[src/rtl/inst_mem_loader_if.sv]
// Byte-stream and instruction-memory write bus for inst_mem_loader.
// master: the loader (consumes bytes, drives memory writes).
// slave:  the environment (byte source plus instruction memory).
interface inst_mem_loader_if #(
  parameter int ADDR_WIDTH = 7
);
  logic                  s_valid;
  logic [7:0]            s_data;
  logic                  s_ready;
  logic                  mem_we;
  logic [ADDR_WIDTH-1:0] mem_addr;
  logic [31:0]           mem_wdata;

  modport master (
    input  s_valid, s_data,
    output s_ready, mem_we, mem_addr, mem_wdata
  );

  modport slave (
    output s_valid, s_data,
    input  s_ready, mem_we, mem_addr, mem_wdata
  );
endinterface

[src/rtl/inst_mem_loader.sv]
// Program loader: assembles little-endian 32-bit words from a byte stream,
// writes them to instruction memory at incrementing word addresses and holds
// the CPU in reset (cpu_rstn=0) until the image is written.
// Optional macro INST_MEM_LOADER_PAD_EN: fill the rest of memory with NOPs
// and a terminating self-loop JAL before releasing the CPU.
module inst_mem_loader #(
  parameter int ADDR_WIDTH    = 7,
  parameter int RELEASE_DELAY = 4
) (
  input  logic                  clk,
  input  logic                  rst,
  input  logic                  start,
  input  logic [ADDR_WIDTH:0]   n_words,
  inst_mem_loader_if.master     bus,
  output logic                  cpu_rstn,
  output logic                  busy,
  output logic                  done,
  output logic                  err
);

  localparam logic [ADDR_WIDTH:0] DEPTH_W = {1'b1, {ADDR_WIDTH{1'b0}}};
  localparam int DW = (RELEASE_DELAY > 0) ? $clog2(RELEASE_DELAY + 1) : 1;
  localparam logic [DW-1:0] DLY_LAST = DW'(RELEASE_DELAY);
`ifdef INST_MEM_LOADER_PAD_EN
  localparam logic [31:0] NOP_WORD = 32'h0000_0013;
  localparam logic [31:0] JAL_WORD = 32'h0000_006F;
`endif

  typedef enum logic [2:0] {
    IDLE,
    LOAD,
`ifdef INST_MEM_LOADER_PAD_EN
    PAD,
`endif
    RELEASE,
    DONE
  } state_t;

  state_t              state;
  logic [ADDR_WIDTH:0] n_words_q;
  logic [ADDR_WIDTH:0] word_cnt;
  logic [1:0]          byte_cnt;
  logic [23:0]         word_buf;
  logic [DW-1:0]       dly_cnt;
  logic                start_ok;
  logic                xfer;

  assign bus.s_ready = (state == LOAD);
  assign xfer        = bus.s_valid && (state == LOAD);
  assign start_ok    = (n_words != '0) && (n_words <= DEPTH_W);

  // Loader FSM with registered memory-bus and status outputs.
  // The final image write is already on the bus in the first RELEASE/PAD
  // cycle, so RELEASE counts RELEASE_DELAY+1 cycles including that one.
  always_ff @(posedge clk or posedge rst) begin
    if (rst) begin
      state         <= IDLE;
      n_words_q     <= '0;
      word_cnt      <= '0;
      byte_cnt      <= '0;
      word_buf      <= '0;
      dly_cnt       <= '0;
      bus.mem_we    <= 1'b0;
      bus.mem_addr  <= '0;
      bus.mem_wdata <= '0;
      cpu_rstn      <= 1'b0;
      busy          <= 1'b0;
      done          <= 1'b0;
      err           <= 1'b0;
    end else begin
      bus.mem_we <= 1'b0;
      case (state)
        IDLE, DONE: begin
          if (start) begin
            if (start_ok) begin
              state     <= LOAD;
              n_words_q <= n_words;
              word_cnt  <= '0;
              byte_cnt  <= '0;
              word_buf  <= '0;
              dly_cnt   <= '0;
              err       <= 1'b0;
              cpu_rstn  <= 1'b0;
              busy      <= 1'b1;
              done      <= 1'b0;
            end else begin
              err <= 1'b1;
            end
          end
        end
        LOAD: begin
          if (xfer) begin
            byte_cnt <= byte_cnt + 1'b1;
            case (byte_cnt)
              2'd0: word_buf[7:0]   <= bus.s_data;
              2'd1: word_buf[15:8]  <= bus.s_data;
              2'd2: word_buf[23:16] <= bus.s_data;
              default: begin
                bus.mem_we    <= 1'b1;
                bus.mem_addr  <= word_cnt[ADDR_WIDTH-1:0];
                bus.mem_wdata <= {bus.s_data, word_buf};
                word_cnt      <= word_cnt + 1'b1;
                if (word_cnt == n_words_q - 1'b1) begin
`ifdef INST_MEM_LOADER_PAD_EN
                  state <= (n_words_q == DEPTH_W) ? RELEASE : PAD;
`else
                  state <= RELEASE;
`endif
                end
              end
            endcase
          end
        end
`ifdef INST_MEM_LOADER_PAD_EN
        PAD: begin
          bus.mem_we   <= 1'b1;
          bus.mem_addr <= word_cnt[ADDR_WIDTH-1:0];
          word_cnt     <= word_cnt + 1'b1;
          if (word_cnt[ADDR_WIDTH-1:0] == '1) begin
            bus.mem_wdata <= JAL_WORD;
            state         <= RELEASE;
          end else begin
            bus.mem_wdata <= NOP_WORD;
          end
        end
`endif
        RELEASE: begin
          if (dly_cnt == DLY_LAST) begin
            state    <= DONE;
            cpu_rstn <= 1'b1;
            busy     <= 1'b0;
            done     <= 1'b1;
          end else begin
            dly_cnt <= dly_cnt + 1'b1;
          end
        end
        default: state <= IDLE;
      endcase
    end
  end

endmodule

[src/flat_wrapper.sv]
// flat-port wrapper written by rule: the top's interface ports become plain ports
module inst_mem_loader_flat 
#(
  parameter int ADDR_WIDTH    = 7,
  parameter int RELEASE_DELAY = 4
)
  (clk, rst, start, n_words, cpu_rstn, busy, done, err, bus_s_valid, bus_s_data, bus_s_ready, bus_mem_we, bus_mem_addr, bus_mem_wdata);
  inst_mem_loader_if #(.ADDR_WIDTH(ADDR_WIDTH)) bus_i ();
  input  logic clk;
  input  logic rst;
  input  logic start;
  input  logic [ADDR_WIDTH:0] n_words;
  output logic cpu_rstn;
  output logic busy;
  output logic done;
  output logic err;
  input wire logic [$bits(bus_i.s_valid)-1:0] bus_s_valid;
  input wire logic [$bits(bus_i.s_data)-1:0] bus_s_data;
  output wire logic [$bits(bus_i.s_ready)-1:0] bus_s_ready;
  output wire logic [$bits(bus_i.mem_we)-1:0] bus_mem_we;
  output wire logic [$bits(bus_i.mem_addr)-1:0] bus_mem_addr;
  output wire logic [$bits(bus_i.mem_wdata)-1:0] bus_mem_wdata;
  assign bus_i.s_valid = bus_s_valid;
  assign bus_i.s_data = bus_s_data;
  assign bus_s_ready = bus_i.s_ready;
  assign bus_mem_we = bus_i.mem_we;
  assign bus_mem_addr = bus_i.mem_addr;
  assign bus_mem_wdata = bus_i.mem_wdata;
  inst_mem_loader #(.ADDR_WIDTH(ADDR_WIDTH), .RELEASE_DELAY(RELEASE_DELAY)) u_core (.clk(clk), .rst(rst), .start(start), .n_words(n_words), .bus(bus_i), .cpu_rstn(cpu_rstn), .busy(busy), .done(done), .err(err));
endmodule
[config.mk]
export PLATFORM = sky130hd
export DESIGN_NAME = inst_mem_loader_flat
export DESIGN_NICKNAME = d
export VERILOG_FILES = /design/src/rtl/inst_mem_loader_if.sv /design/src/rtl/inst_mem_loader.sv /design/src/flat_wrapper.sv
export SDC_FILE = /design/constraint.sdc
export NUM_CORES = 1
export LEC_CHECK = 0
export BUFFER_PORTS_ARGS = -buffer_cell sky130_fd_sc_hd__buf_2
export CAP_MARGIN = 10
export CORE_UTILIZATION = 40
export DETAILED_ROUTE_END_ITERATION = 10
export PLACE_DENSITY = 0.61
export SYNTH_ARGS = -nofsm -noshare
export SYNTH_HDL_FRONTEND = slang
export SYNTH_SLANG_ARGS = --single-unit
[constraint.sdc]
create_clock -name clk -period 6.4 [get_ports clk]
set_input_delay 1.28 -clock clk [delete_from_list [all_inputs] [get_ports clk]]
set_output_delay 1.28 -clock clk [all_outputs]
set_load 0.005 [all_outputs]
Word level (Yosys, flattened, before mapping)
Cells that the tools add are included.
{"block": "totals", "regBits": 91, "input_bits": 20, "output_inout_bits": 45}
{"block": "classes", "n_addsub": 4, "order_cmp": 1, "eq_ne": 17, "muxes": 39, "n_bitwise": 1, "reduce_logical": 20}
{"cell": "$mux 24", "n": 3}
{"cell": "$mux 8", "n": 7}
{"cell": "$pmux 24 s2", "n": 1}
{"cell": "$mux 3", "n": 9}
{"cell": "$reduce_and 5->1", "n": 4}
{"cell": "$pmux 8 s2", "n": 1}
{"cell": "$ne 2x1->1 const B", "n": 7}
{"cell": "$reduce_and 4->1", "n": 3}
{"cell": "$mux 1", "n": 10}
{"cell": "$pmux 3 s3", "n": 1}
{"cell": "$add 8x1->8 const B", "n": 1}
{"cell": "$eq 8x8->1", "n": 1}
{"cell": "$le 8x8->1 const B", "n": 1}
{"cell": "$reduce_bool 8->1", "n": 1}
{"cell": "$sub 8x1->8 const B", "n": 1}
{"cell": "$eq 3x2->1 const B", "n": 2}
{"cell": "$mux 2", "n": 3}
{"cell": "$ne 2x2->1 const B", "n": 3}
{"cell": "$pmux 3 s2", "n": 1}
{"cell": "$reduce_and 3->1", "n": 2}
{"cell": "$reduce_and 6->1", "n": 1}
{"cell": "$pmux 1 s2", "n": 2}
{"cell": "$pmux 2 s2", "n": 1}
{"cell": "$reduce_bool 2->1", "n": 2}
{"cell": "other kinds (13)", "n": 14}

Logic depth before layout (Yosys ltp)
Gate-level depths: netlist (run 1).
{"block": "depth", "depth_word": 6, "depth_mapped": 9}

Worst setup path after synthesis (run 1)
No wires, ideal clock.
{"block": "synth_timing", "kind": "input port to flip-flop", "start": "input port n_words[2]", "end": "register u_core.word_cnt[7]", "setup_time_ns": 0.074, "arrival_ns": 2.896, "required_time_ns": 6.326, "slack_ns": 3.430, "cell_stages": 6, "path_buffers": 0, "path_cell_list": "nor4_4 a21oi_2 a2111oi_4 o21ai_2 or4_4 a21oi_2"}
{"block": "synth_via", "elab_chain_cells": 4, "word_cells_on_any_way": 5, "classes_between": "1 x order compare; 1 x eq/ne; 3 x reduce/logical"}
{"element": "from (decl)", "line_no": "flat_wrapper.sv:12", "source": "input logic [ADDR_WIDTH:0] n_words;"}
{"element": "$le 8x8->1 or $reduce_bool 8->1 (tied branches)", "line_no": "inst_mem_loader.sv:50", "source": "assign start_ok = (n_words != '0) && (n_words <= DEPTH_W);"}
{"element": "$logic_and 1x1->1 *", "line_no": "inst_mem_loader.sv:50"}
{"element": "$ne 2x1->1 (no source line) *"}
{"element": "$reduce_and 5->1 (no source line) *"}
{"element": "to (signal assigned)", "line_no": "inst_mem_loader.sv:102", "source": "word_cnt <= word_cnt + 1'b1;"}
{"element": "to (decl)", "line_no": "inst_mem_loader.sv:41", "source": "logic [ADDR_WIDTH:0] word_cnt;"}
Mark *: on every way between the ends. The rest lies on a longest branch, timed or not.
A chain may end at the register's enable or synchronous reset.

Worst setup path in the final report (run 1)
{"block": "layout_timing", "start": "register u_core.state[1]", "end": "output port bus_s_ready"}
{"block": "layout_via", "elab_chain_cells": 1}
{"element": "from (decl)", "line_no": "inst_mem_loader.sv:39", "source": "state_t state;"}
{"element": "from (signal assigned)", "line_no": "inst_mem_loader.sv:57", "source": "state <= IDLE;"}
{"element": "from (signal assigned)", "line_no": "inst_mem_loader.sv:76", "source": "state <= LOAD;"}
{"element": "from (signal assigned)", "line_no": "inst_mem_loader.sv:107", "source": "state <= RELEASE;"}
{"element": "$eq 3x1->1", "line_no": "inst_mem_loader.sv:48", "source": "assign bus.s_ready = (state == LOAD);"}
{"element": "to (decl)", "line_no": "flat_wrapper.sv:19", "source": "output wire logic [$bits(bus_i.s_ready)-1:0] bus_s_ready;"}
Every way passes these cells.

==> summary.txt, run 1 <==
endpoints failing hold = 0
Crit path buffers/inverters = 2
crit start category = flip-flop
Rel. slew slack = 28.7%
# hold bufs at CTS = 0
Avg WL per Cell = 16.1 µm
commonest non-fill, non-tap cells in the layout = 90 x dfrtp_1, 64 x buf_2, 40 x mux2_2
post-synth top area cell = dfrtp_1
final setup fails = 0
Antenna Violating Nets Remaining = 0
status = finished clean
final WL = 8730 µm
pin count of the biggest net entering global routing = 91
Leak = 0.00235 µW
CTS resizes = 0
hpwl dp = 5960 µm
CP max stage cell = ha_1
Yosys warnings = 0
Pre-antenna DRT Iters = 4
Setup Total Neg Slack = 0 ns
RSZ-0062 raised after global routing = false
Max FO, Critical Path = 28
GRT overflow = 0
clk_skew = 0.0138 ns
die height = 103 µm
Period Utilization, post-route = 50.9%
number of synthesized flops with an enable pin = 0
CTS Buf Count = 9
worst hold slack = 0.497 ns
CORE AREA = 9820 µm²
Arrival @ worst endpoint = 1.98 ns
pwr dens = 401 nW/µm²
commonest non-fill, non-tap cell in the layout = dfrtp_1
number of setup buffers added after CTS = 0
Synth Cell Area = 4090 µm²
FF+latch count, synth = 90
Worst path top cell family by delay = adder cells
final period demand of the worst path = 3.26 ns
first-pass GRT wire length = 14500 µm
Die Width = 103 µm
synth unique cells = 47
IO Port Bufs = 64
vias = 2836
Worst Tran Pin Value = 1.07 ns
syn nets = 374
slack of the critical path = 3.14 ns
die area = 10600 µm²
clock slew at the register clock pins of the worst setup and hold paths = 0.09 ns
# rows = 36
WS Path Type = reg2out
Hold Path Class = reg2reg
share of post-route cells with drive strength above 1 = 32.9%
initial antenna violation count = 0
clk_lat worst skew = 0.37 ns
Initial DRC Count = 72
Worst setup EP type = output port
share of the synthesized area in the top cell type = 55.1%
Placed Cells = 526
Placer Congestion = 0.760
asr flop ratio synth = 100%
Synth Flop Type = dfrtp_1
Peak Freq = 307 MHz
pre-CTS setup slack = 2.86 ns
max_cap viols = 0
IR drop worst, VDD = 0.145 mV
CTS tree = done
worst stage delay on the critical path = 0.86 ns
Inserted Diodes = 0
# DRC = 0
clock tree root buffer cell = clkbuf_8
vias in the first global route = 2916
Max Slew Vio Count = 0
nets@finish = 436
syn avg cell area = 11.9 µm²
Seq/Total Area, Yosys = 55.1%
Sink Count = 90
non-filler instance count after layout = 543
Initial Util = 41.6%
Mapped Cells = 343
# H-tree levels = 3
# IOs = 65
crit path cell chain = inv_1 -> ha_1 -> buf_2
clock buffer depth = 2
leading post-synthesis cells by cell area = dfrtp_1 55%, mux2_2 11%, nand2_1 3.4%
GRT Overall Usage = 18.1%
area grow syn2layout = 16.0%
Via density = 5.22
worst path required time = 5.12 ns
registers in the layout, indices dropped and copies added (netlist names), 2 cells and up:
signal and flops:
u_core.bus.mem_addr 7, u_core.bus.mem_wdata 32, u_core.byte_cnt 2, u_core.dly_cnt 3, u_core.n_words_q 8, u_core.state 2
u_core.word_buf 24, u_core.word_cnt 8
Yosys cell counts, drive strengths merged, types with 4 or more instances:
| master | instances |
|---|---|
| inv | 12 |
| a21oi | 6 |
| o21ai | 21 |
| ha | 11 |
| nor4 | 4 |
| a32o | 7 |
| nor2 | 12 |
| xnor2 | 10 |
| o2bb2ai | 15 |
| xor2 | 6 |
| clkbuf | 9 |
| mux2 | 40 |
| buf | 7 |
| nand2 | 37 |
| nor3 | 4 |
| nand3 | 16 |
| dfrtp | 90 |
logic make-up after synthesis:
group                      after synthesis  synth area share, %
xor gates and xnor gates                16                 3.43
adders and majority gates               11                 3.37
muxes                                   42                 11.5
DFF                                     90                 55.1
AOI/OAI and AO/OA                       61                 11.7
buffers and inverters                   29                 2.85
and+or+nand+nor                         94                 12.0
layout make-up:
type / count / area, µm²
Fill cell: 953 / 5080
Sequential cell: 90 / 2250
Multi-Input combinational cell: 224 / 1720
Timing Repair Buffer: 67 / 363
Tap cell: 133 / 166
Clock buffer: 11 / 151
Inverter: 13 / 50.0
Clock inverter: 5 / 36.3
stage by stage:
stage,total power [µW],cell area (µm²),util (%)
after global placement,1520,4530,46.1
after global routing,2050,4740,48.3
after floorplan,1330,4090,-
after detailed placement,1540,4530,46.1
final,1900,4740,48.3
after CTS,1920,4720,48.0
path summary, 6_finish.rpt:
path	start	to	slack [ns]	cells past startpoint
setup / recovery	u_core.state[1]$_DFFE_PP0P_	bus_s_ready	3.14	3
hold / removal	u_core.word_buf[20]$_DFFE_PP0P_	u_core.word_buf[20]$_DFFE_PP0P_	0.50	1
setup reg to reg	u_core.state[1]$_DFFE_PP0P_	u_core.bus.mem_addr[1]$_DFFE_PP0P_	3.23	4
hold reg to reg	u_core.word_buf[20]$_DFFE_PP0P_	u_core.word_buf[20]$_DFFE_PP0P_	0.50	1
max in group asynchronous	rst	u_core.bus.mem_wdata[13]$_DFFE_PP0P_	4.75	4
min in group asynchronous	rst	u_core.word_cnt[6]$_DFFE_PP0P_	1.02	3
metal layers:
metal	routed length [µm]	up-vias	part of all wire [%]	global-route usage, %
met5	0	-	0	0
li1	-	1360	-	-
met2	4480	66	51	32.3
met1	3790	1402	43	21.8
met4	84	0	0.96	4.88
met3	374	8	4.3	4.47
power by group:
part	leakage (µW)	internal [µW]	total [µW]	switching, µW
registers	0.00122	710	823	113
clock network	0.0000997	164	375	211
logic	0.00103	291	706	415
(Power assumes the default switching activity.)
==> run 2, diff against run 1 <==
PLACE_DENSITY = 0.63   (was 0.61)
clock period = 2.7 ns   (was 6.4 ns; I/O delays follow)
==> run 2 against run 1 <==
  * Global-route usage increased by 0.14 points
  * Die area unchanged
  * Critical path depth up 5
  * Power rose by 150%
  * Sequential cell count did not move
  * Count of clock-buffer cells in the layout down 2
  * Routed wire length shrank 1.3%
  * Worst setup slack got worse by 2.9 ns
  * Worst hold slack lost 0.34 ns
  * Non-clock buffer count grew 6
  * Sequential power is 140% higher
  * Critical path type is now reg2reg
  * Largest cell class unchanged
  * Largest power group unchanged
==> summary.txt, run 2 (synthesized netlist as in run 1, its figures left out) <==
status = finished clean
area grow syn2layout = 18.1%
hpwl dp = 6200 µm (+3.9%)
# DRC = 0 (unchanged)
Setup Total Neg Slack = 0 ns (unchanged)
RSZ-0062 raised after global routing = false
Max FO, Critical Path = 8 (-71%)
power share of the combinational group = 36.9% (-0.2 points)
Avg WL per Cell = 15.7 µm (-2.4%)
clock buffer depth = 2 (unchanged)
switching part of the total = 38.3% (-0.56 points)
final setup fails = 0 (unchanged)
CTS resizes = 0 (unchanged)
routed wl met2 = 4290 µm (-4.2%)
CTS tree = done
Antenna Violating Nets Remaining = 0 (unchanged)
pin count of the biggest net entering global routing = 75 (-18%)
Leak = 0.00239 µW (+1.7%)
Sink Count = 90 (unchanged)
nets@finish = 442 (+1.4%)
Psw = 1790 µW (+140%)
Via density = 5.18 (-0.88%)
initial antenna violation count = 0 (unchanged)
largest registers in the final layout = u_core.bus.mem_wdata: 32 flops, u_core.word_buf: 24 flops
Arrival @ worst endpoint = 2.79 ns (+0.81 ns)
Worst setup EP type = flip-flop
CORE AREA = 9820 µm² (unchanged)
# hold bufs at CTS = 0 (unchanged)
Rel. slew slack = 51.0% (+22 points)
Placer Congestion = 0.745 (-2.0%)
total power = 4680 µW (+150%)
WS Path Type = reg2reg
final period demand of the worst path = 2.49 ns
die area = 10600 µm² (unchanged)
final WL = 8610 µm (-1.3%)
clk_skew = 0.0130 ns (-0.000802 ns)
Initial DRC Count = 107 (+49%)
crit start category = flip-flop
vias in the first global route = 2960 (+1.5%)
FILL cells = 956 (+0.31%)
Pre-antenna DRT Iters = 4 (unchanged)
Max Slew Vio Count = 0 (unchanged)
commonest non-fill, non-tap cell in the layout = dfrtp_1
Largest register FFs = 32 (unchanged)
GRT overflow = 0 (unchanged)
Die Width = 103 µm (unchanged)
GRT Overall Usage = 18.2% (+0.14 points)
worst path required time = 3.00 ns (-2.12 ns)
largest register by flop count = u_core.bus.mem_wdata
# H-tree levels = 3 (unchanged)
IR drop worst, VDD = 0.386 mV (+170%)
routed wl met3 = 338 µm (-9.6%)
max_cap viols = 0 (unchanged)
Inserted Diodes = 0 (unchanged)
Worst Tran Pin Value = 0.716 ns (-0.354 ns)
Internal = 2890 µW (+150%)
commonest non-fill, non-tap cells in the layout = 90 x dfrtp_1, 64 x buf_2, 40 x mux2_2
Period Utilization, post-route = 92.2%
Clk network pwr share = 21.3% (+1.6 points)
Initial Util = 41.6% (unchanged)
clock tree root buffer cell = clkbuf_8
# IOs = 65 (unchanged)
CTS Buf Count = 9 (unchanged)
endpoints failing hold = 0 (unchanged)
share of post-route cells with drive strength above 1 = 33.9% (+0.97 points)
# rows = 36 (unchanged)
IO Port Bufs = 64 (unchanged)
vias = 2842 (+0.21%)
max layer used = met4
die height = 103 µm (unchanged)
pwr dens = 969 nW/µm² (+140%)
WL met1 = 3900 µm (+2.9%)
first-pass GRT wire length = 14500 µm (about the same)
sequential share of power = 41.7% (-1.5 points)
number of setup buffers added after CTS = 0 (unchanged)
Hold Path Class = in2async
clk_lat worst skew = 0.37 ns (about the same)
R2R cell count = 8 (+4)
clock slew at the register clock pins of the worst setup and hold paths = 0.10 ns (about the same)
Peak Freq = 402 MHz
## run 2: cell types whose count changed in the layout (fill, tap and decap cells not counted)
cell,delta
buf_12,+2
buf_16,-1
buf_4,+5
bufinv_16,+1
clkbuf_8,-2
clkinv_2,-3
clkinv_4,-1
clkinv_8,+1
clkinvlp_4,+1
inv_6,+1
inv_8,+2
## run 2: final cells by class
type / instances / area (µm²) / share of cell area (%)
Sequential cell: 90 / 2250 / 46.7
Multi-Input combinational cell: 224 / 1720 / 35.7
Timing Repair Buffer: 73 / 413 / 8.55
Tap cell: 133 / 166 / 3.45
Clock buffer: 9 / 124 / 2.57
Clock inverter: 7 / 95.1 / 1.97
Inverter: 13 / 52.6 / 1.09
## run 2: path summary, 6_finish.rpt
kind | start | end | slack [ns]
hold reg to reg | u_core.word_buf[19]$_DFFE_PP0P_ | u_core.word_buf[19]$_DFFE_PP0P_ | 0.50
setup / recovery | u_core.state[0]$_DFFE_PP0P_ | u_core.word_cnt[7]$_DFFE_PP0P_ | 0.21
min in group clk | n_words[3] | u_core.n_words_q[3]$_DFFE_PP0P_ | 0.39
max in group asynchronous | rst | u_core.word_buf[23]$_DFFE_PP0P_ | 1.84
setup reg to reg | u_core.state[0]$_DFFE_PP0P_ | u_core.word_cnt[7]$_DFFE_PP0P_ | 0.21
hold / removal | rst | u_core.bus.mem_addr[0]$_DFFE_PP0P_ | 0.16
## run 2: metrics by stage
stage | hold slack [ns] | instance area (µm²) | std cells | util [%] | setup slack [ns]
floorplan | 0.452 | 4090 | 343 | - | 0.331
global placement | 0.477 | 4610 | 533 | 46.9 | 0.191
detailed placement | 0.476 | 4610 | 533 | 46.9 | 0.136
CTS | 0.155 | 4830 | 549 | 49.2 | 0.184
global route | 0.171 | 4830 | 549 | 49.2 | 0.0854
finish | 0.161 | 4830 | 549 | 49.2 | 0.211
## run 2: worst max-delay path, stage by stage, from the launching register on
cell	delay [ns]
dfrtp_1	0.39
inv_1	0.08
ha_1	0.41
inv_1	0.14
nor4_1	0.09
a2111oi_4	0.50
o21ai_2	0.16
or4_4	0.54
a21oi_2	0.13
## run 2: layer usage
metal / vias to the layer above / global-route usage [%]
met5: - / 0
met4: 0 / 5.31
met3: 9 / 5.49
met2: 61 / 30.5
met1: 1405 / 22.9
li1: 1367 / -
## run 2: power by group through the flow
stage	combinational [µW]	sequential [µW]	clock, µW
after floorplan	1250	1900	0
after global placement	1680	1970	0
after detailed placement	1740	1980	0
after CTS	1750	1960	1040
after global routing	1950	2000	1110
final	1730	1950	997
==> run 3, diff against run 2 <==
BUFFER_PORTS_ARGS = default   (was -buffer_cell sky130_fd_sc_hd__buf_2)
DONT_BUFFER_PORTS = 1   (was default)
PLACE_DENSITY = 0.57   (was 0.63)
==> run 3 against run 2 <==
  * Non-clock buffer count down 63
  * First-iteration DRC count down 48%
  * Via count down 8.6%
  * Core utilization down 3.4 points
  * Cell area down 6.9%
  * Largest cell class unchanged
  * Routed wire length down 1.9%
  * Worst hold slack better by 0.032 ns
==> summary.txt, run 3 (synthesized netlist as in run 1, its figures left out) <==
vias in the first global route = 2705 (-8.6%)
status = finished clean
final WL = 8450 µm (-1.9%)
IR drop worst, VDD = 0.414 mV (+7.2%)
initial antenna violation count = 0 (unchanged)
Avg WL per Cell = 17.4 µm (+11%)
Crit path buffers/inverters = 2 (unchanged)
number of setup buffers added after CTS = 0 (unchanged)
area grow syn2layout = 9.89%
Antenna Violating Nets Remaining = 0 (unchanged)
Inserted Diodes = 0 (unchanged)
hpwl dp = 5990 µm (-3.3%)
# rows = 36 (unchanged)
worst path required time = 2.99 ns (about the same)
Largest register FFs = 32 (unchanged)
reg2reg end = u_core.word_cnt[7]$_DFFE_PP0P_
Die Width = 103 µm (unchanged)
Leak = 0.00206 µW (-14%)
Clk network pwr share = 19.5% (-1.8 points)
GRT Overall Usage = 17.5% (-0.74 points)
Initial DRC Count = 56 (-48%)
share of post-route cells with drive strength above 1 = 21.8% (-12 points)
largest registers in the final layout = u_core.bus.mem_wdata: 32 flops, u_core.word_buf: 24 flops
Rel. slew slack = 43.9% (-7.1 points)
RSZ-0062 raised after global routing = false
final period demand of the worst path = 2.45 ns (-0.0352 ns)
r2r startpoint = u_core.state[0]$_DFFE_PP0P_
clk_skew = 0.0117 ns (-0.00128 ns)
# H-tree levels = 3 (unchanged)
cell repeated most along the worst path = inv_1
clk_lat worst skew = 0.37 ns (about the same)
first-pass GRT wire length = 13800 µm (-5.0%)
GRT overflow = 0 (unchanged)
WS Path Type = reg2reg
crit path cell chain = inv_1 -> ha_1 -> inv_1 -> nor4_1 -> a2111oi_4 -> o21ai_2 -> or4_4 -> a21oi_2
# hold bufs at CTS = 0 (unchanged)
CP max stage cell = or4_4
pwr dens = 986 nW/µm² (+1.8%)
vias = 2597 (-8.6%)
Setup Total Neg Slack = 0 ns (unchanged)
clock tree root buffer cell = clkbuf_8
Max Slew Vio Count = 0 (unchanged)
Worst Tran Pin Value = 0.839 ns (+0.123 ns)
max_cap viols = 0 (unchanged)
power share of the combinational group = 35.8% (-1.1 points)
CTS tree = done
Arrival @ worst endpoint = 2.75 ns (-0.04 ns)
Hold Path Class = in2async
commonest non-fill, non-tap cells in the layout = 90 x dfrtp_1, 40 x mux2_2, 37 x nand2_1
worst stage delay on the critical path = 0.54 ns (about the same)
CTS resizes = 0 (unchanged)
# IOs = 65 (unchanged)
final setup fails = 0 (unchanged)
R2R cell count = 8 (unchanged)
pin count of the biggest net entering global routing = 41 (-45%)
Via density = 5.34 (+3.2%)
Initial Util = 41.6% (unchanged)
endpoints failing hold = 0 (unchanged)
Worst setup EP type = flip-flop
Internal = 2700 µW (-6.3%)
switching part of the total = 39.0% (+0.70 points)
Pre-antenna DRT Iters = 4 (unchanged)
die height = 103 µm (unchanged)
clock slew at the register clock pins of the worst setup and hold paths = 0.09 ns (about the same)
largest register by flop count = u_core.bus.mem_wdata
IO Port Bufs = 0 (-100%)
Sink Count = 90 (unchanged)
CORE AREA = 9820 µm² (unchanged)
Placer Congestion = 0.730 (-2.1%)
die area = 10600 µm² (unchanged)
post-layout util = 45.7% (-3.4 points)
clock buffer depth = 2 (unchanged)
sequential share of power = 44.7% (+3.0 points)
Period Utilization, post-route = 90.9% (-1.3 points)
Worst path top cell family by delay = compound AO/OA/AOI/OAI gates
CTS Buf Count = 9 (unchanged)
crit start category = flip-flop
Peak Freq = 407 MHz (+1.4%)
reg-to-reg slack, setup = 0.25 ns (+0.04 ns)
nets@finish = 379 (-14%)
commonest non-fill, non-tap cell in the layout = dfrtp_1
# DRC = 0 (unchanged)
Psw = 1730 µW (-3.5%)
Max FO, Critical Path = 8 (unchanged)
## run 3: cell types whose count changed in the layout (fill, tap and decap cells not counted)
cell / change
buf_12: +1
buf_2: -64
bufinv_16: -1
clkbuf_1: +1
clkinv_8: -1
clkinvlp_4: +1
## run 3: layout make-up
cell class / instances / area [µm²]
fill: 965 / 5330
clock inverter: 6 / 56.3
multi-input combinational: 224 / 1720
sequential: 90 / 2250
clock buffer: 10 / 128
tap: 133 / 166
inverter: 13 / 52.6
timing repair buffer: 10 / 113
## run 3: per-layer routing
metal	GRT usage [%]	routed length [µm]
met2	29.3	4150
met5	0	0
met3	6.31	566
met1	21.3	3660
met4	4.88	74
## run 3: power by group through the flow
stage / combinational, µW / clock (µW) / sequential (µW)
after floorplan: 1250 / 0 / 1900
final: 1590 / 865 / 1980
after CTS: 1600 / 903 / 1990
after detailed placement: 1590 / 0 / 2020
after global placement: 1560 / 0 / 2010
after global routing: 1790 / 953 / 2030
## run 3: per-stage QoR
stage | area (µm²) | power, µW | setup WS (ns) | hold WS [ns] | cells
finish | 4490 | 4430 | 0.246 | 0.193 | 486
global route | 4490 | 4770 | 0.120 | 0.242 | 486
CTS | 4490 | 4490 | 0.241 | 0.214 | 486
detailed placement | 4310 | 3610 | 0.257 | 0.470 | 470
global placement | 4310 | 3570 | 0.300 | 0.468 | 470
floorplan | 4090 | 3150 | 0.331 | 0.452 | 343
## run 3: worst max-delay path by stage
stage	cells after the start	slack (ns)	to	startpoint
after floorplan	9	0.33	u_core.word_cnt[7]$_DFFE_PP0P_	u_core.state[0]$_DFFE_PP0P_
after detailed placement	6	0.26	u_core.word_cnt[7]$_DFFE_PP0P_	n_words[1]
after global routing	8	0.12	u_core.word_cnt[7]$_DFFE_PP0P_	u_core.state[0]$_DFFE_PP0P_
after CTS	8	0.24	u_core.word_cnt[7]$_DFFE_PP0P_	u_core.state[0]$_DFFE_PP0P_
final	8	0.25	u_core.word_cnt[7]$_DFFE_PP0P_	u_core.state[0]$_DFFE_PP0P_
after global placement	6	0.30	u_core.word_cnt[7]$_DFFE_PP0P_	n_words[1]
